$ cat config.mk
export PLATFORM = sky130hd
export DESIGN_NAME = br_escritor
export DESIGN_NICKNAME = d
export VERILOG_FILES = /design/src/rtl/br_pkg.sv /design/src/rtl/br_wq_fifo.sv /design/src/rtl/br_escritor.sv
export SDC_FILE = /design/constraint.sdc
export NUM_CORES = 1
export LEC_CHECK = 0
export ABC_AREA = 1
export CAP_MARGIN = 20
export CORE_ASPECT_RATIO = 0.5
export CORE_MARGIN = 4
export CORE_UTILIZATION = 30
export DETAILED_ROUTE_END_ITERATION = 16
export PLACE_DENSITY = 0.62
export REMOVE_ABC_BUFFERS = 1
export SLEW_MARGIN = 10
export SYNTH_ARGS = -nofsm -noshare
export SYNTH_HDL_FRONTEND = slang
export SYNTH_SLANG_ARGS = --single-unit
$ cat constraint.sdc
create_clock -name clk -period 8 [get_ports clk]
set_input_delay 1.2 -clock clk [delete_from_list [all_inputs] [get_ports clk]]
set_output_delay 1.2 -clock clk [all_outputs]
set_load 0.005 [all_outputs]
$ cat src/rtl/br_pkg.sv
// Shared widths and the queued write-back record for the register-bank writer.
package br_pkg;
  localparam int ADDR_W   = 5;
  localparam int DATA_W   = 32;
  localparam int NREG_DEF = 16;

  typedef struct packed {
    logic [ADDR_W-1:0] wa;
    logic [DATA_W-1:0] dw;
  } br_wb_t;
endpackage

$ cat src/rtl/br_wq_fifo.sv
// In-order circular write queue; ent[] is age-ordered (ent[0] = head, oldest).
module br_wq_fifo
  import br_pkg::*;
#(
  parameter  int DEPTH = 4,
  localparam int PW    = $clog2(DEPTH),
  localparam int CW    = PW + 1
) (
  input  logic                 clk,
  input  logic                 rst,
  input  logic                 push,
  input  br_wb_t               din,
  input  logic                 pop,
  output br_wb_t               head,
  output logic [CW-1:0]        count,
  output br_wb_t [DEPTH-1:0]   ent
);
  br_wb_t        mem [DEPTH];
  logic [PW-1:0] rd, wr;

  // Storage needs no reset: nothing is visible beyond count.
  always_ff @(posedge clk)
    if (push) mem[wr] <= din;

  always_ff @(posedge clk or posedge rst) begin
    if (rst) begin
      rd    <= '0;
      wr    <= '0;
      count <= '0;
    end else begin
      if (push) wr <= wr + 1'b1;
      if (pop)  rd <= rd + 1'b1;
      case ({push, pop})
        2'b10:   count <= count + 1'b1;
        2'b01:   count <= count - 1'b1;
        default: ;
      endcase
    end
  end

  assign head = mem[rd];

  for (genvar i = 0; i < DEPTH; i++) begin : g_ent
    assign ent[i] = mem[rd + PW'(i)];
  end
endmodule

$ cat src/rtl/br_escritor.sv
// Register-bank write-back client: RR arbitration of ALU/mem results into an
// in-order queue drained to WA/WE/DW. Define BR_FWD_EN for queue forwarding.
module br_escritor
  import br_pkg::*;
#(
  parameter  int DEPTH = 4,
  parameter  int NREG  = NREG_DEF,
  localparam int CW    = $clog2(DEPTH) + 1
) (
  input  logic              clk,
  input  logic              rst,
  input  logic              alu_valid,
  output logic              alu_ready,
  input  logic [ADDR_W-1:0] alu_wa,
  input  logic [DATA_W-1:0] alu_dw,
  input  logic              mem_valid,
  output logic              mem_ready,
  input  logic [ADDR_W-1:0] mem_wa,
  input  logic [DATA_W-1:0] mem_dw,
  input  logic              wr_hold,
  output logic [ADDR_W-1:0] WA,
  output logic              WE,
  output logic [DATA_W-1:0] DW,
  input  logic [ADDR_W-1:0] RA1,
  input  logic [ADDR_W-1:0] RA2,
  output logic              byp1_hit,
  output logic              byp2_hit,
  output logic [DATA_W-1:0] byp1_data,
  output logic [DATA_W-1:0] byp2_data,
  output logic [CW-1:0]     pend_count,
  output logic              err_addr
);
  logic               last_alu, space, contend;
  logic               alu_fire, mem_fire, fire, legal, push, nonempty;
  br_wb_t             sel, head;
  br_wb_t [DEPTH-1:0] ent;
  logic [CW-1:0]      count;

  // Full blocks pushes even when a pop frees a slot on the same edge.
  assign space     = count < CW'(DEPTH);
  assign contend   = alu_valid && mem_valid;
  assign alu_ready = space && !(contend && last_alu);
  assign mem_ready = space && !(contend && !last_alu);
  assign alu_fire  = alu_valid && alu_ready;
  assign mem_fire  = mem_valid && mem_ready;
  assign fire      = alu_fire || mem_fire;

  always_comb begin
    sel    = '0;
    sel.wa = alu_fire ? alu_wa : mem_wa;
    sel.dw = alu_fire ? alu_dw : mem_dw;
  end

  // Out-of-range destinations still handshake but are dropped.
  assign legal = int'(sel.wa) < NREG;
  assign push  = fire && legal;

  always_ff @(posedge clk or posedge rst) begin
    if (rst) begin
      last_alu <= 1'b1;
      err_addr <= 1'b0;
    end else begin
      if (fire)           last_alu <= alu_fire;
      if (fire && !legal) err_addr <= 1'b1;
    end
  end

  br_wq_fifo #(.DEPTH(DEPTH)) u_fifo (
    .clk   (clk),
    .rst   (rst),
    .push  (push),
    .din   (sel),
    .pop   (WE),
    .head  (head),
    .count (count),
    .ent   (ent)
  );

  assign nonempty   = count != '0;
  assign WE         = nonempty && !wr_hold;
  assign WA         = nonempty ? head.wa : '0;
  assign DW         = nonempty ? head.dw : '0;
  assign pend_count = count;

`ifdef BR_FWD_EN
  // Scan oldest to youngest so the youngest match wins.
  always_comb begin
    byp1_hit  = 1'b0;
    byp2_hit  = 1'b0;
    byp1_data = '0;
    byp2_data = '0;
    for (int i = 0; i < DEPTH; i++) begin
      if (CW'(i) < count && ent[i].wa == RA1) begin
        byp1_hit  = 1'b1;
        byp1_data = ent[i].dw;
      end
      if (CW'(i) < count && ent[i].wa == RA2) begin
        byp2_hit  = 1'b1;
        byp2_data = ent[i].dw;
      end
    end
  end
`else
  logic unused_fwd;
  assign unused_fwd = ^{RA1, RA2, ent};
  assign byp1_hit   = 1'b0;
  assign byp2_hit   = 1'b0;
  assign byp1_data  = '0;
  assign byp2_data  = '0;
`endif
endmodule
Yosys cells after proc, flatten, opt, wreduce, memory -nomap -nowiden
Memories as Yosys holds them, arrays and structs flattened.
Cells that the tools add are included.
Storage, ports and cells
  register bits: 9
  memory bits (writable): 148
  input bits: 89
  word-level logic and storage cells: 39
  memories kept: 1
Operators by class
  add/subtract/negate cells: 4
  order comparisons: 2
  equality and inequality tests: 2
  multiplexer cells: 7
  reductions and logical operators: 18
Memories
  u_fifo.mem: words 4, width 37, rd ports 1, clocked after Yosys merged registers in 0, wr ports 1, line br_wq_fifo.sv:18  | br_wb_t mem [DEPTH];
Operator list (count)
  $mux W32: 2
  $logic_and A1 B1 Y1: 10
  $mux W5: 2
  $pmux W3 S2: 1
  $logic_not A1 Y1: 5
  $lt A5 B5 Y1 const B: 1
  $add A2 B1 Y2 const B: 2
  $add A3 B1 Y3 const B: 1
  $lt A3 B3 Y1 const B: 1
  $reduce_bool A3 Y1: 1
  $sub A3 B1 Y3 const B: 1
  $eq A2 B1 Y1 const B: 1
  $eq A2 B2 Y1 const B: 1
  $mux W1: 2
  $reduce_bool A2 Y1: 1
  $logic_or A1 B1 Y1: 1

Logic depth before layout (Yosys ltp)
  depth in word-level cells: 10
  mapped depth: 10

Hierarchy
Synthesis repeated with hierarchy kept, for this count alone.
Unflattened totals
  cells, all modules: 1478
  area, all modules: 10413.7 um^2
By module, submodules not included
  br_wq_fifo: instances 1, cells an instance 1190, area an instance 8866.0 um^2, seq. area each 4619.4 um^2
  br_escritor: instances 1, cells an instance 288, area an instance 1547.7 um^2, seq. area each 51.3 um^2

Worst setup path after synthesis
No wires, ideal clock.
  path kind: input -> register
  from: in alu_valid
  to: mem u_fifo.mem[0][0] (netlist bit) (enable)
  setup time: 431 ps
  data arrival time: 3202 ps
  data required time: 7569 ps
  slack: 4367 ps
  cell stages on the path: 4
  buffers on the path: 0
  path through: nor2_1 nor2_1 nand3_2 nor2_1
On the way
  longest elaborated chain between the ends: 10
RTL lines
  from (decl): line br_escritor.sv:12  | input logic alu_valid,
  $logic_and A1 B1 Y1: line br_escritor.sv:41  | assign contend = alu_valid && mem_valid;
  $logic_and A1 B1 Y1: line br_escritor.sv:42  | assign alu_ready = space && !(contend && last_alu);
  $logic_not A1 Y1: line br_escritor.sv:42
  $logic_and A1 B1 Y1: line br_escritor.sv:42
  $logic_and A1 B1 Y1: line br_escritor.sv:44  | assign alu_fire = alu_valid && alu_ready;
  $mux W5: line br_escritor.sv:50  | sel.wa = alu_fire ? alu_wa : mem_wa;
  $lt A5 B5 Y1: line br_escritor.sv:55  | assign legal = int'(sel.wa) < NREG;
  $logic_and A1 B1 Y1 *: line br_escritor.sv:56  | assign push = fire && legal;
  $mux W1 *: line br_wq_fifo.sv:23  | if (push) mem[wr] <= din;
  $mux W1 (implied by the code) *: line br_wq_fifo.sv:23
  to (decl): line br_wq_fifo.sv:18
Mark *: on every way between the ends. The rest lies on a longest branch, timed or not.

Worst setup path in the final report
  from: in wr_hold
  to: out WE
On the way
  longest elaborated chain between the ends: 2
RTL lines
  from (decl): line br_escritor.sv:20  | input logic wr_hold,
  $logic_not A1 Y1: line br_escritor.sv:80  | assign WE = nonempty && !wr_hold;
  $logic_and A1 B1 Y1: line br_escritor.sv:80
  to (decl): line br_escritor.sv:22  | output logic WE,
No other way between the ends.

==> flow_summary.yaml <==
placed_design:
  place_ws_ns: 3.85
  hpwl_um: 9290
  dp_cells: 1099
  gp_congestion: 0.698
  port_buffers: 122
yosys:
  avgSynthCellArea_um2: 10.6
  netlist_area_um2: 7300
  yosysUniqueCellTypes: 26
  yosysSeqAreaShare_pct: 64.0
  synth-warning-count: 0
  async_reset_ff_share_pct: 5.73
  yosys_register_bits: 157
  synth_edf_count: 148
  synth_ff_type: "edfxtp_1"
  synth_cells: 691
drt:
  drt_iter0_markers: 264
  wl_per_cell_um: 13.8
  wl_um: 15600
  route.detailed.drc: 0
  viasPerCell: 4.24
  ant_nets: 0
  vias: 4800
  first_pass_iters: 4
worst_setup_path:
  startpoint_type: "input port"
  crit_family: "buffers and inverters"
  crit_type: "in2out"
  path_max_fanout: 5
  worstRegToRegCells: 11
  crit_path_end_kind: "output pin"
  crit_arrival_ns: 2.55
  cp.buffers_inverters: 2
  timing.rr.end: "u_fifo.count[2]"
  worstReg2RegStart: "last_alu"
  crit_chain: "clkdlybuf4s50_1 > nor2_1 > clkdlybuf4s50_1"
  required_ns: 6.80
  ff2ff_setup_slack_ns: 5.19
  slowest_delay_ns: 0.59
  cpMostUsedCell: "clkdlybuf4s50_1"
  cp_slowest_cell: "clkdlybuf4s50_1"
clocking:
  clock-sinks: 157
  clockBufferDepth: 2
  cts-htree-levels: 4
  cts_tree: "done"
  clk_latency_ns: 0.41
  clk_pin_slew_worst_paths_ns: 0.07
  cts_hold_buf: 0
  numCtsBuffers: 17
  cts_setup_buffers: 0
  postCtsResizedCells: 0
  root_buffer: "clkbuf_16"
die:
  start_util_pct: 30.4
  io_pins: 199
  die_h_um: 118
  rows: 40
  die_x_um: 229
  core_um2: 24000
  die_area_um2: 27000
min_path:
  holdPathEnd: "err_addr"
  holdPathStages: 2
  hold_class: "reg2reg"
  worstHoldStart: "err_addr"
grt:
  track_usage_pct: 11.3
  grt_max_degree: 78
  grt_antenna_before_repair: 0
  grt_pass1_wl_um: 24300
  first_global_vias: 4555
  overflow: 0
sta:
  setup_viol: 0
  layout_min_cycle_time_ns: 3.75
  setup_ws_ns: 4.25
  clock.fmax_mhz: 266
  worst_pin_slew_ns: 0.848
  slew_headroom_pct: 43.4
  hold_violations: 0
  fin_tns_setup_ns: 0
  rsz0062_at_grt: "false"
  slew_violations: 0
  min_period_over_period_pct: 46.9
  skew_ns: 0.0101
power:
  swShare_pct: 35.0
  p_sw_mw: 1.10
  intPower_mw: 2.05
  power_density_nw_per_um2: 344
  seqPwrFrac_pct: 35.5
  leakagePower_nw: 3.45
  p_comb_share_pct: 40.2
  vdd_ir_drop_max_mv: 0.210
  power_frac_clock_pct: 24.2
finish:
  nets: 899
  n_antenna_cell: 0
  instances_no_fill: 1132
  drive_gt1_share_pct: 6.61
  synthToLayoutAreaGrowth_pct: 25.4
  fin_util_pct: 38.2
run_status:
  status: "complete, no violations"
run:
  maxCapViolCount: 0
==> synthesized netlist by cell type, types with 3 or more instances <==
| library cell | n | share of area [%] |
|---|---|---|
| nand3_2 | 3 | 0.41 |
| o21ai_0 | 113 | 7.7 |
| buf_2 | 17 | 1.2 |
| buf_4 | 71 | 7.3 |
| edfxtp_1 | 148 | 61 |
| clkbuf_1 | 3 | 0.15 |
| buf_6 | 4 | 0.62 |
| nand3_1 | 3 | 0.21 |
| nand2_1 | 49 | 2.5 |
| a21oi_1 | 38 | 2.6 |
| clkbuf_2 | 6 | 0.41 |
| inv_1 | 53 | 2.7 |
| dfrtp_1 | 8 | 2.7 |
| ha_1 | 5 | 0.86 |
| nor2_1 | 155 | 8.0 |
==> cells by family (layout without fill, tap and decap cells) <==
family / count (synthesis) / count (layout) / synth area share [%]
other cells: 1 / 66 / 0.0514
compound gates: 152 / 152 / 10.4
simple gates: 214 / 214 / 11.4
buf+inv: 158 / 219 / 12.6
fa+ha+maj: 6 / 6 / 1.13
xor+xnor: 3 / 3 / 0.360
flops: 157 / 157 / 64.0
==> worst register-to-register path: cells and delay by family (launching register included) <==
family / cells / cell delay, ns
compound gates: 2 / 0.25
buf+inv: 2 / 0.57
fa+ha+maj: 2 / 0.59
flops: 1 / 0.54
simple gates: 4 / 0.59
xor+xnor: 1 / 0.15
==> power groups by stage <==
stage	clock (mW)	sequential [mW]	combinational, mW
6_report	0.764	1.12	1.27
5_1_grt	0.821	1.13	1.43
4_1_cts	0.782	1.12	1.29
3_5_place_dp	0	1.14	1.29
3_3_place_gp	0	1.13	1.27
2_1_floorplan	0	1.18	0.564
==> worst max-delay path by stage <==
stage / slack (ns) / to / cells after the start / from
after floorplan: 3.65 / u_fifo.mem[0][0] / 5 / mem_valid
after global placement: 3.88 / u_fifo.count[2] / 12 / alu_valid
after detailed placement: 3.85 / u_fifo.count[2] / 12 / alu_valid
after CTS: 4.05 / WA[4] / 4 / u_fifo.rd[0]
after global routing: 4.03 / WA[0] / 6 / u_fifo.rd[0]
final: 4.25 / WE / 3 / wr_hold
==> state kept, by name, indices dropped and copies added, names as in the netlist <==
signal	cells
err_addr	1
last_alu	1
u_fifo.count	3
u_fifo.mem	148
u_fifo.rd	2
u_fifo.wr	2
==> cell type report <==
cell class	instances	area, um2
Sequential cell	157	4670
Clock inverter	14	150
Multi-Input combinational cell	441	1990
Inverter	55	206
Timing Repair Buffer	132	1310
Tap cell	315	394
Fill cell	2232	14800
Clock buffer	18	429
==> per-layer routing <==
metal	GRT usage (%)	share of wire, %	vias to the layer above	routed length, um
met5	0	0	-	0
met1	13.0	40	2280	6240
met3	2.05	4.3	2	666
met4	2.67	0.31	0	49
met2	21.7	55	107	8670
li1	-	-	2411	-
==> through the flow <==
step           hold WS [ns]  instance area, um2  total power, mW
2_1_floorplan         0.457                6830             1.75
3_3_place_gp          0.497                8550             2.40
3_5_place_dp          0.505                8550             2.43
4_1_cts               0.521                9130             3.20
5_1_grt               0.567                9150             3.38
6_report              0.516                9150             3.15
==> cells in the final DEF (no fill, tap or decap) <==
cell type          n
nor2_1           151
nand4_1            2
conb_1            66
edfxtp_1         148
a21oi_1           38
buf_4              9
nor2_4             4
clkinv_4           4
o21ai_0          113
inv_2              2
clkbuf_16         17
a31oi_1            1
inv_1             53
dfstp_2            1
clkdlybuf4s50_1  122
dfrtp_1            7
xor2_1             2
fa_1               1
xnor2_1            1
ha_1               5
inv_6              3
nand2_1           49
nand3_2            3
clkinv_8           2
buf_12             1
dfrtp_2            1
clkbuf_1           1
nor3_2             1
nand3_1            3
nand2_2            1
inv_8              5
(Power assumes the default switching activity.)
